--- src/rtl/adc_spi_reader.sv ---
// SPI master for an MCP3202-style dual-channel 12-bit ADC. One start reads channel 0
// (voltage) then channel 1 (current) and publishes both results with a one-cycle valid.
module adc_spi_reader #(
  parameter int CLK_DIV    = 4,
  parameter int FRAME_BITS = 16
) (
  input  logic        wb_clk_i,
  input  logic        wb_rst_i,
  input  logic        start,
  output logic        busy,
  output logic        adc_cs_n,
  output logic        adc_sclk,
  output logic        adc_mosi,
  input  logic        adc_miso,
  output logic [11:0] voltage,
  output logic [11:0] current,
  output logic        valid
);

  localparam int DIV_W  = (CLK_DIV > 1) ? $clog2(CLK_DIV) : 1;
  localparam int HALF_W = $clog2(2 * FRAME_BITS);
  localparam logic [DIV_W-1:0]  DIV_LAST  = DIV_W'(CLK_DIV - 1);
  localparam logic [HALF_W-1:0] HALF_LAST = HALF_W'(2 * FRAME_BITS - 1);

  typedef enum logic [1:0] {
    IDLE     = 2'd0,
    CS_SETUP = 2'd1,
    SHIFT    = 2'd2,
    CS_HOLD  = 2'd3
  } state_t;

  state_t            state_r, state_nxt_s;
  logic [DIV_W-1:0]  div_r;
  logic [HALF_W-1:0] half_r;
  logic              ch_r, sclk_r, cs_n_r, mosi_r, busy_r, valid_r;
  logic [14:0]       cmd_r;
  logic [11:0]       rx_r, stage_v_r, stage_c_r, voltage_r, current_r;
  logic              div_tc_s, tick_s, setup_entry_s, sclk_rise_s, sclk_fall_s;
  logic              frame_end_s, pair_done_s;

  // Next-state decode and per-cycle strobes
  always_comb begin
    state_nxt_s = state_r;
    tick_s      = 1'b0;
    div_tc_s    = (div_r == DIV_LAST);
    case (state_r)
      IDLE: begin
        if (start) state_nxt_s = CS_SETUP;
        else       state_nxt_s = IDLE;
      end
      CS_SETUP: begin
        if (div_tc_s) state_nxt_s = SHIFT;
        else          state_nxt_s = CS_SETUP;
      end
      SHIFT: begin
        tick_s = div_tc_s;
        if (div_tc_s && (half_r == HALF_LAST)) state_nxt_s = CS_HOLD;
        else                                   state_nxt_s = SHIFT;
      end
      CS_HOLD: begin
        if (div_tc_s && ch_r)  state_nxt_s = IDLE;
        else if (div_tc_s)     state_nxt_s = CS_SETUP;
        else                   state_nxt_s = CS_HOLD;
      end
      default: state_nxt_s = IDLE;
    endcase
    sclk_rise_s   = tick_s & ~sclk_r;
    sclk_fall_s   = tick_s & sclk_r;
    frame_end_s   = tick_s & (half_r == HALF_LAST);
    setup_entry_s = (state_nxt_s == CS_SETUP) && (state_r != CS_SETUP);
    pair_done_s   = (state_r == CS_HOLD) && div_tc_s && ch_r;
  end

  // State register
  always_ff @(posedge wb_clk_i) begin
    if (wb_rst_i) state_r <= IDLE;
    else          state_r <= state_nxt_s;
  end

  // Bit-timing divider, half-period counter, SCLK and channel select
  always_ff @(posedge wb_clk_i) begin
    if (wb_rst_i) begin
      div_r  <= '0;
      half_r <= '0;
      sclk_r <= 1'b0;
      ch_r   <= 1'b0;
    end else begin
      if ((state_r == IDLE) || div_tc_s) div_r <= '0;
      else                               div_r <= div_r + DIV_W'(1);
      if (tick_s)                 half_r <= half_r + HALF_W'(1);
      else if (state_r != SHIFT)  half_r <= '0;
      else                        half_r <= half_r;
      sclk_r <= sclk_r ^ tick_s;
      if (state_r == IDLE)                      ch_r <= 1'b0;
      else if ((state_r == CS_HOLD) && div_tc_s) ch_r <= 1'b1;
      else                                      ch_r <= ch_r;
    end
  end

  // Command shift-out on falling SCLK; response shift-in on rising SCLK.
  // Only the last 12 received bits are kept, so the null bits fall off the top.
  always_ff @(posedge wb_clk_i) begin
    if (wb_rst_i) begin
      cmd_r  <= 15'h0000;
      mosi_r <= 1'b0;
      rx_r   <= 12'h000;
    end else begin
      if (setup_entry_s) begin
        cmd_r  <= {1'b1, (state_r == CS_HOLD), 1'b1, 12'h000};
        mosi_r <= 1'b1;
      end else if (sclk_fall_s) begin
        cmd_r  <= {cmd_r[13:0], 1'b0};
        mosi_r <= cmd_r[14];
      end else begin
        cmd_r  <= cmd_r;
        mosi_r <= mosi_r;
      end
      if (sclk_rise_s) rx_r <= {rx_r[10:0], adc_miso};
      else             rx_r <= rx_r;
    end
  end

  // Result staging, publication and registered interface outputs
  always_ff @(posedge wb_clk_i) begin
    if (wb_rst_i) begin
      stage_v_r <= 12'h000;
      stage_c_r <= 12'h000;
      voltage_r <= 12'h000;
      current_r <= 12'h000;
      valid_r   <= 1'b0;
      busy_r    <= 1'b0;
      cs_n_r    <= 1'b1;
    end else begin
      if (frame_end_s && !ch_r) stage_v_r <= rx_r;
      else                      stage_v_r <= stage_v_r;
      if (frame_end_s && ch_r)  stage_c_r <= rx_r;
      else                      stage_c_r <= stage_c_r;
      if (pair_done_s) begin
        voltage_r <= stage_v_r;
        current_r <= stage_c_r;
      end else begin
        voltage_r <= voltage_r;
        current_r <= current_r;
      end
      valid_r <= pair_done_s;
      busy_r  <= (state_nxt_s != IDLE);
      cs_n_r  <= ~((state_nxt_s == CS_SETUP) || (state_nxt_s == SHIFT));
    end
  end

  assign busy     = busy_r;
  assign adc_cs_n = cs_n_r;
  assign adc_sclk = sclk_r;
  assign adc_mosi = mosi_r;
  assign voltage  = voltage_r;
  assign current  = current_r;
  assign valid    = valid_r;

endmodule

--- config.mk ---
export PLATFORM = sky130hd
export DESIGN_NAME = adc_spi_reader
export DESIGN_NICKNAME = d
export VERILOG_FILES = /design/src/rtl/adc_spi_reader.sv
export SDC_FILE = /design/constraint.sdc
export NUM_CORES = 1
export LEC_CHECK = 0
export BUFFER_PORTS_ARGS = -buffer_cell sky130_fd_sc_hd__buf_2
export CAP_MARGIN = 10
export CORE_ASPECT_RATIO = 0.7
export CORE_MARGIN = 4
export CORE_UTILIZATION = 43
export DETAILED_ROUTE_END_ITERATION = 10
export PLACE_DENSITY = 0.67
export RECOVER_POWER = 50
export SYNTH_ARGS = -nofsm -noshare
export SYNTH_HDL_FRONTEND = slang
export SYNTH_SLANG_ARGS = --single-unit
export TNS_END_PERCENT = 50
--- constraint.sdc ---
create_clock -name wb_clk_i -period 2.56 [get_ports wb_clk_i]
set_input_delay 0.768 -clock wb_clk_i [delete_from_list [all_inputs] [get_ports wb_clk_i]]
set_output_delay 0.768 -clock wb_clk_i [all_outputs]
set_load 0.03 [all_outputs]
# ---- Word level (Yosys, flattened, before mapping)
# Index checks and enable logic that the tools add are counted.
dict set report word_totals {
  regBits 78
  in_bits 4
}
dict set report classes {
  n_addsub 2
  n_eq_ne 9
  n_mux 13
  bitwise 6
  n_reduce_logical 16
}
# op n
set ops {}
lappend ops {{$mux W15} 2}
lappend ops {{$mux W5} 2}
lappend ops {{$eq A2 B2 Y1 const B} 4}
lappend ops {{$pmux W2 S4} 1}
lappend ops {{$logic_and A1 B1 Y1} 7}
lappend ops {{$mux W2} 3}
lappend ops {{$reduce_bool A2 Y1} 3}
lappend ops {{$add A5 B1 Y5 const B} 1}
lappend ops {{$eq A5 B5 Y1 const B} 1}
lappend ops {{$mux W1} 5}
lappend ops {{$eq A2 B1 Y1 const B} 2}
lappend ops {{$reduce_or A2 Y1} 2}
lappend ops {{$and A1 B1 Y1} 3}
lappend ops {{$add A2 B1 Y2 const B} 1}
lappend ops {{$logic_not A2 Y1} 1}
lappend ops {{$logic_or A1 B1 Y1} 2}
lappend ops {{$ne A2 B1 Y1 const B} 1}
lappend ops {{$ne A2 B2 Y1 const B} 1}
lappend ops {{$not A1 Y1} 2}
lappend ops {{$logic_not A1 Y1} 1}
lappend ops {{$xor A1 B1 Y1} 1}

# ---- Logic depth before layout (Yosys ltp)
# Gate-level depths: netlist (run 1).
dict set report depth {
  depth_word 7
  ltp_mapped 9
  ltp_nobuf 9
}

# ---- Least setup slack after synthesis (run 1)
# OpenSTA, ideal clock, no wires.
dict set report synth_timing {
  path_kind {reg-to-reg}
  start {register half_r[0]}
  end {register cmd_r[13]}
  setup_time_ns 0.095
  arrival_time_ns 2.017
  t_required_ns 2.465
  path_slack_ns 0.447
  path_stages_with_launch 10
  n_path_buf 0
  path_cell_list {dfxtp_1 > ha_1 > and3_1 > ha_1 > and4b_4 > nor4_2 > inv_1 > ha_1 > a22o_1 > a221oi_1}
}
dict set report synth_between {
  elab_chain_len 7
  elab_cells_between_ends 8
}
# item line_no
set synth_lines {}
lappend synth_lines {{from (decl)} 34} ;# logic [HALF_W-1:0] half_r;
lappend synth_lines {{from (signal assigned)} 90} ;# if (tick_s) half_r <= half_r + HALF_W'(1);
lappend synth_lines {{from (signal assigned)} 92} ;# else half_r <= half_r;
lappend synth_lines {{$eq A5 B5 Y1 (*)} 57} ;# if (div_tc_s && (half_r == HALF_LAST)) state_nxt_s = CS_HOLD;
lappend synth_lines {{$logic_and A1 B1 Y1 (*)} 57}
lappend synth_lines {{$mux W1 (*)} 57}
lappend synth_lines {{$pmux W2 S4 (*)} 46} ;# case (state_r)
lappend synth_lines {{net state_nxt_s[0]} 32} ;# state_t state_r, state_nxt_s;
lappend synth_lines {{$eq A2 B1 Y1 (*)} 70} ;# setup_entry_s = (state_nxt_s == CS_SETUP) && (state_r != CS_SETUP);
lappend synth_lines {{$logic_and A1 B1 Y1 (*)} 70}
lappend synth_lines {{$mux W15 / $reduce_bool A2 Y1 (equally long branches)} -}
lappend synth_lines {{to (signal assigned)} 109} ;# cmd_r <= {1'b1, (state_r == CS_HOLD), 1'b1, 12'h000};
lappend synth_lines {{to (signal assigned)} 112} ;# cmd_r <= {cmd_r[13:0], 1'b0};
lappend synth_lines {{to (signal assigned)} 115} ;# cmd_r <= cmd_r;
lappend synth_lines {{to (decl)} 36} ;# logic [14:0] cmd_r;
# The timed path passes the listed nets; every way through them passes the cells marked *.
# A chain may end at the register's enable or synchronous reset.

# ---- Final worst setup path (run 1)
# Ends and elaborated chain as after synthesis.

==> results of run 1 <==
-- synth_stat cells (2+ instances only) --
cell type and number:
and3b_1 2, ha_1 7, nand4_1 2, inv_1 3, nand3_1 2, buf_4 4, buf_2 8, xor2_1 3
dfxtp_1 78, mux2i_1 40, nand2b_1 38, nor2_1 24, clkbuf_1 6, a21oi_1 28, nand2_1 52
-- flip-flops by register name, indices dropped and copies added, names as in the netlist --
| signal | flops |
|---|---|
| adc_mosi | 1 |
| stage_c_r | 12 |
| adc_sclk | 1 |
| voltage | 12 |
| adc_cs_n | 1 |
| stage_v_r | 12 |
| current | 12 |
| state_r | 2 |
| rx_r | 12 |
| cmd_r | 3 |
| div_r | 2 |
| valid | 1 |
| busy | 1 |
| ch_r | 1 |
| half_r | 5 |
-- power breakdown --
part / internal [mW] / switching [mW]
clock network: 0.552 / 0.446
logic: 0.0279 / 0.0426
registers: 1.22 / 0.00969
-- cell usage in the layout, fill, tap and decap left out, types with 3 or more instances in the layout --
cell type,instances
nor2_1,24
buf_4,4
inv_1,3
buf_2,3
nand2_1,52
ha_1,7
dfxtp_1,78
mux2i_1,40
clkbuf_8,9
clkbuf_1,29
nand2b_1,38
a21oi_1,28
xor2_1,3
-- metrics by stage --
stage,instances,worst slack [ns],total power [mW],utilization,cell area (µm²)
floorplan,315,0.447,1.32,-,3050
detailed placement,426,0.298,1.34,0.477,3250
global route,442,0.0722,2.39,0.502,3420
CTS,442,0.276,2.33,0.509,3470
finish,442,0.277,2.30,0.502,3420
global placement,426,0.358,1.34,0.477,3250
-- kinds of logic (layout without fill, tap and decap cells) --
logic type	Yosys count	in the layout	share of synthesized area
and+or+nand+nor	132	132	0.218
DFF	78	78	0.513
muxes	40	40	0.131
AOI/OAI and AO/OA	31	31	0.0534
buffers and inverters	23	56	0.0444
adders and majority gates	7	7	0.0287
xor gates and xnor gates	4	4	0.0115
-- final timing paths --
check,start,to,cells after the start
hold / removal,div_r[0],div_r[0],1
setup reg to reg,half_r[0],cmd_r[13],9
hold reg to reg,div_r[0],div_r[0],1
setup / recovery,half_r[0],cmd_r[13],9
-- area by class of cell --
class	count	share of cell area
well taps	94	0.0344
repair buffers	37	0.0465
clock buffers	9	0.0362
clock inverters	7	0.0285
flip-flops and latches	78	0.456
multi-input cells	214	0.395
inverters	3	0.00329
-- worst max-delay path, stage by stage (launching register included) --
cell	delay (ns)
dfxtp_1	0.34
ha_1	0.21
and3_1	0.19
ha_1	0.17
and4b_4	0.20
nor4_2	0.32
inv_1	0.08
ha_1	0.21
a22o_1	0.20
a221oi_1	0.27
-- routing by layer --
layer	wire length, µm	vias to the layer above
met3	192	11
met1	2850	976
li1	-	1094
met5	0	-
met2	2340	34
met4	94	0
==> impl_metrics.json, run 1 <==
{
  "status": "completed",
  "numPortBuffers": 32,
  "synth_cells": 315,
  "yosys-top-cells-area": "dfxtp_1 (51%), mux2i_1 (13%), nand2b_1 (7.8%)",
  "clock_sinks": 78,
  "wl_per_cell_um": 12.4,
  "layout-drive-gt1-share": 0.0805,
  "cts-resized-gates": 0,
  "ant_nets": 0,
  "ys.flop_type": "dfxtp_1",
  "crit_path_end_kind": "register",
  "clockRootBuffer": "clkbuf_8",
  "multi_input_area_mm2": 0.00135,
  "power.leakage_nw": 1.15,
  "slew_violations": 0,
  "synth_area_per_cell_um2": 9.67,
  "finalCritPeriodShare": 0.892,
  "drc": 0,
  "antenna_found_initial": 0,
  "synth-edff-count": 0,
  "grt_max_degree": 87,
  "synth_top_area_share": 0.513,
  "vdd_drop_max_mv": 0.358,
  "area_growth_pct": 12.3,
  "power_density_mw_per_mm2": 673,
  "cp_max_fo": 4,
  "clk_pin_slew_ns": 0.08,
  "hold_ws_ns": 0.440,
  "hold_buffers": 0,
  "dp_hpwl_um": 3480,
  "first_iter_violations": 86,
  "top_usage_layer": "met2",
  "seq_area_mm2": 0.00156,
  "finalClockSkew_ns": 0.00732,
  "arrival_ns": 2.52,
  "relSlewSlack": 0.0746,
  "rrSetupSlack_ns": 0.28,
  "synth-seq-cells": 78,
  "final-setup-viol-count": 0,
  "met1_usage": 0.182,
  "synth_fp_nets": 326,
  "hold_viol": 0,
  "yosys_warnings": 0,
  "clock_path_buffers": 2,
  "fin_crit_ns": 2.28,
  "nNetsFinal": 354,
  "cp.required_ns": 2.79,
  "design.core.area_mm2": 0.00682,
  "fmaxAchievable_ghz": 0.438,
  "cts_tree": "done",
  "fillers": 688,
  "grt_pass1_wl_um": 9340,
  "firstDrtPassIters": 4,
  "netlist_area_mm2": 0.00305,
  "rows": 25,
  "ctsHtreeMaxLevel": 3,
  "io_pins": 33,
  "antenna_cells": 0,
  "start_util": 0.447,
  "path_class": "register to register",
  "vias": 2115,
  "met3_usage": 0.0370,
  "post_cts_buffers": 0,
  "grt_use_met2": 0.213,
  "dieArea_mm2": 0.00852,
  "async_reset_ff_frac": 0,
  "dieWidth_um": 109,
  "grt_pass1_vias": 1967,
  "rsz0062_at_grt": "no",
  "crit_path_start_kind": "register",
  "grt_overflow": 0,
  "yosysTopAreaCell": "dfxtp_1",
  "place_congestion": 0.679,
  "vias_per_cell": 4.79,
  "fp.dieH_um": 78.4,
  "tightest_slew_ns": 1.39,
  "wirelength_um": 5480,
  "tns_ns": 0,
  "track_usage": 0.138,
  "synth_cell_types": 33,
  "cts_buffers": 9,
  "min_path_type": "register to register",
  "worstSkewPairLatency_ns": 0.34,
  "maxCapViolCount": 0,
  "seq_area_frac_synth": 0.513
}
No activity file was read; power rests on OpenSTA's default activity.
==> run 2: changes to the inputs <==
- CTS_CLUSTER_DIAMETER: not set -> 50
- MAX_ROUTING_LAYER: not set -> met4
- SLEW_MARGIN: not set -> 20
==> run 2 against run 1 <==
  * Global-route usage is 0.38 points higher
  * Clock-buffer cell count stayed put
  * Largest power group unchanged
  * Critical path type unchanged
  * Sequential cell count stayed put
==> impl_metrics.json, run 2 (same netlist as run 1, synthesis figures left out) <==
{
  "status": "completed",
  "met1_usage": 0.182,
  "track_usage": 0.142,
  "cts_tree": "done",
  "path_class": "register to register",
  "dp_hpwl_um": 3480,
  "cts_buffers": 9,
  "layout-drive-gt1-share": 0.0805,
  "wl_per_cell_um": 12.4,
  "grt_pass1_vias": 1968,
  "power.leakage_nw": 1.15,
  "grt_use_met2": 0.213,
  "wirelength_um": 5470,
  "fmaxAchievable_ghz": 0.438,
  "first_iter_violations": 80,
  "ctsHtreeMaxLevel": 3,
  "switching_share": 0.217,
  "rows": 25,
  "min_path_type": "register to register",
  "fin_crit_ns": 2.28,
  "finalClockSkew_ns": 0.00777,
  "switchingPower_mw": 0.500,
  "clockRootBuffer": "clkbuf_8",
  "power_density_mw_per_mm2": 674,
  "io_pins": 33,
  "met3_usage": 0.0370,
  "seqPwrFrac": 0.536,
  "relSlewSlack": 0.0782,
  "final-setup-viol-count": 0,
  "design.core.area_mm2": 0.00682,
  "vdd_drop_max_mv": 0.358,
  "stdcell_area_mm2": 0.00342,
  "rsz0062_at_grt": "no",
  "grt_max_degree": 87,
  "crit_path_end_kind": "register",
  "postPlaceCellArea_mm2": 0.00325,
  "hold_viol": 0,
  "start_util": 0.447,
  "dieWidth_um": 109,
  "ant_nets": 0,
  "dieArea_mm2": 0.00852,
  "grt_overflow": 0,
  "final_cell_mix": "dfxtp_1 (78), nand2_1 (52), mux2i_1 (40), nand2b_1 (38), clkbuf_1 (29)",
  "finalCritPeriodShare": 0.892,
  "clock_sinks": 78,
  "cp.required_ns": 2.80,
  "maxCapViolCount": 0,
  "cp_max_fo": 4,
  "fp.dieH_um": 78.4,
  "area_growth_pct": 12.3,
  "p_int_mw": 1.80,
  "place_congestion": 0.686,
  "p_clk_frac": 0.434,
  "nNetsFinal": 354,
  "vias": 2111,
  "hold_buffers": 0,
  "vias_per_cell": 4.78,
  "tightest_slew_ns": 1.38,
  "antenna_found_initial": 0,
  "grt_pass1_wl_um": 9330,
  "worstSkewPairLatency_ns": 0.35,
  "slew_violations": 0,
  "fillers": 688,
  "p_comb_frac": 0.031,
  "p_total_mw": 2.30,
  "top_usage_layer": "met2",
  "numPortBuffers": 32,
  "final_common_cell": "dfxtp_1",
  "tns_ns": 0,
  "cts-resized-gates": 0,
  "clock_path_buffers": 2,
  "post_cts_buffers": 0,
  "antenna_cells": 0,
  "drc": 0,
  "arrival_ns": 2.52,
  "firstDrtPassIters": 4,
  "clk_pin_slew_ns": 0.08,
  "crit_path_start_kind": "register"
}
-- run 2: final timing paths --
kind | to | start | slack (ns) | cells after the start
min reg2reg | div_r[0] | div_r[0] | 0.44 | 1
max reg2reg | cmd_r[13] | half_r[0] | 0.28 | 9
min | div_r[0] | div_r[0] | 0.44 | 1
max | cmd_r[13] | half_r[0] | 0.28 | 9
-- run 2: critical path, stage by stage, from the launching register on --
cell and delay [ns]:
dfxtp_1 0.34, ha_1 0.21, and3_1 0.19, ha_1 0.17, and4b_4 0.20, nor4_2 0.32
inv_1 0.08, ha_1 0.21, a22o_1 0.20, a221oi_1 0.27
-- run 2: cell type report --
cell class | instances | area [µm²] | share of cell area
multi-input cells | 214 | 1350 | 0.395
inverters | 3 | 11.3 | 0.00329
flip-flops and latches | 78 | 1560 | 0.456
repair buffers | 37 | 159 | 0.0465
clock buffers | 9 | 124 | 0.0362
well taps | 94 | 118 | 0.0344
clock inverters | 7 | 97.6 | 0.0285
-- run 2: power groups by stage --
stage,Sequential (mW),Combinational (mW),Clock [mW]
after CTS,1.23,0.0748,1.03
after detailed placement,1.26,0.0752,0
after floorplan,1.27,0.0517,0
after global routing,1.24,0.0795,1.07
after global placement,1.26,0.0742,0
final,1.23,0.0705,1.00
-- run 2: stage by stage --
stage / cells / utilization / setup slack, ns / hold slack, ns
3_5_place_dp: 426 / 0.477 / 0.298 / 0.430
6_report: 442 / 0.502 / 0.277 / 0.440
3_3_place_gp: 426 / 0.477 / 0.358 / 0.413
4_1_cts: 442 / 0.509 / 0.276 / 0.441
5_1_grt: 442 / 0.502 / 0.0722 / 0.465
2_1_floorplan: 315 / - / 0.447 / 0.407
-- run 2: per-layer routing --
| metal | up-vias | routed length (µm) | part of all wire |
|---|---|---|---|
| met5 | - | 0 | 0 |
| met4 | 0 | 90 | 0.016 |
| met3 | 13 | 201 | 0.037 |
| met2 | 35 | 2350 | 0.43 |
| met1 | 969 | 2830 | 0.52 |
| li1 | 1094 | - | - |
==> run 3: changes to the inputs <==
- CORE_ASPECT_RATIO: 0.7 -> 0.5
==> run 3 against run 2 <==
  * Sequential cell count unchanged
  * Final cell count unchanged
  * Utilization up 2.2 points
  * Die area up 0.71%
  * Largest cell class unchanged
==> impl_metrics.json, run 3 (same netlist as run 1, synthesis figures left out) <==
{
  "maxCapViolCount": 0,
  "ctsHtreeMaxLevel": 3,
  "r2r_cells": 9,
  "p_total_mw": 2.75,
  "rrSetupSlack_ns": 0.25,
  "power.leakage_nw": 1.21,
  "hold_viol": 0,
  "cp.required_ns": 2.80,
  "crit_path_start_kind": "register",
  "dr_wl_met2_um": 2540,
  "final-setup-viol-count": 0,
  "finalClockSkew_ns": 0.00578,
  "clock_path_buffers": 2,
  "relSlewSlack": 0.339,
  "whs_path_depth": 1,
  "final_common_cell": "dfxtp_1",
  "rsz0062_at_grt": "no",
  "antenna_found_initial": 0,
  "seqPwrFrac": 0.449,
  "antenna_cells": 0,
  "clockRootBuffer": "clkbuf_16",
  "cts_buffers": 9,
  "grt_pass1_wl_um": 9580,
  "design.core.area_mm2": 0.00678,
  "status": "completed",
  "post_cts_buffers": 0,
  "place_congestion": 0.731,
  "clk_pin_slew_ns": 0.06,
  "path_delay_family": "simple AND/OR/NAND/NOR gates",
  "first_iter_violations": 88,
  "ant_nets": 0,
  "fmaxAchievable_ghz": 0.432,
  "final_cell_mix": "dfxtp_1 (78), nand2_1 (52), mux2i_1 (40), nand2b_1 (38), clkbuf_1 (32)",
  "path_class": "register to register",
  "p_int_mw": 2.21,
  "arrival_ns": 2.55,
  "crit_slowest_cell": "dfxtp_1",
  "stdcell_area_mm2": 0.00355,
  "hold_ws_ns": 0.438,
  "dpl.cell_count": 426,
  "power_density_mw_per_mm2": 775,
  "fillers": 644,
  "cts_tree": "done",
  "crit_buf_inv": 1,
  "max_stage_delay_ns": 0.33,
  "timing.final.ws_setup_ns": 0.246,
  "layout-drive-gt1-share": 0.0771,
  "postPlaceCellArea_mm2": 0.00326,
  "top_layer_used": "met4",
  "rows": 21,
  "worstSkewPairLatency_ns": 0.33,
  "grt_max_degree": 34,
  "vdd_drop_max_mv": 0.406,
  "tightest_slew_ns": 0.992,
  "fin_crit_ns": 2.31,
  "wl_met3_um": 219,
  "dieWidth_um": 127,
  "firstDrtPassIters": 4,
  "switching_share": 0.197,
  "io_pins": 33,
  "track_usage": 0.146,
  "numPortBuffers": 32,
  "dieArea_mm2": 0.00858,
  "pre_cts_ws_ns": 0.256,
  "cts-resized-gates": 0,
  "tns_ns": 0,
  "grt_pass1_vias": 2152,
  "hold_buffers": 0,
  "wl_per_cell_um": 12.6,
  "worstPathCellList": "ha_1 -> and3_1 -> ha_1 -> and4b_4 -> nor4_2 -> inv_1 -> ha_1 -> a22o_1 -> a221oi_1",
  "cp_max_fo": 4,
  "final_core_util": 0.523,
  "wirelength_um": 5560,
  "nNetsFinal": 356,
  "p_comb_frac": 0.026,
  "crit_path_end_kind": "register",
  "grt_overflow": 0,
  "stdcell_count": 442,
  "p_clk_frac": 0.525,
  "path_depth": 9,
  "crit_path_frequent_cell": "ha_1",
  "met1Wirelength_um": 2700,
  "vias": 2138,
  "start_util": 0.449,
  "drc": 0,
  "finalCritPeriodShare": 0.904,
  "min_path_type": "register to register",
  "vias_per_cell": 4.84,
  "dp_hpwl_um": 3590,
  "switchingPower_mw": 0.541,
  "fp.dieH_um": 67.5,
  "slew_violations": 0,
  "clock_sinks": 78,
  "area_growth_pct": 16.5
}
[run 3: final timing paths]
path / startpoint / endpoint
setup / recovery: half_r[0] / cmd_r[13]
hold / removal: div_r[0] / div_r[0]
setup reg to reg: half_r[0] / cmd_r[13]
hold reg to reg: div_r[0] / div_r[0]
[run 3: area by class of cell]
cell class / instances / area [µm²] / area share
Sequential cell: 78 / 1560 / 0.440
Multi-Input combinational cell: 214 / 1350 / 0.380
Clock buffer: 9 / 225 / 0.0635
Timing Repair Buffer: 39 / 163 / 0.0458
Clock inverter: 7 / 123 / 0.0346
Tap cell: 92 / 115 / 0.0324
Inverter: 3 / 11.3 / 0.00317
[run 3: per-layer routing]
metal,vias up,global-route usage
met1,998,0.165
met4,0,0.0682
li1,1100,-
met2,31,0.243
met5,-,-
met3,9,0.0458
[run 3: power groups by stage]
stage	combinational, mW	sequential, mW	clock [mW]
after floorplan	0.0517	1.27	0
after global placement	0.0751	1.26	0
after detailed placement	0.0777	1.26	0
after CTS	0.0780	1.24	1.48
after global routing	0.0812	1.24	1.52
final	0.0718	1.24	1.44
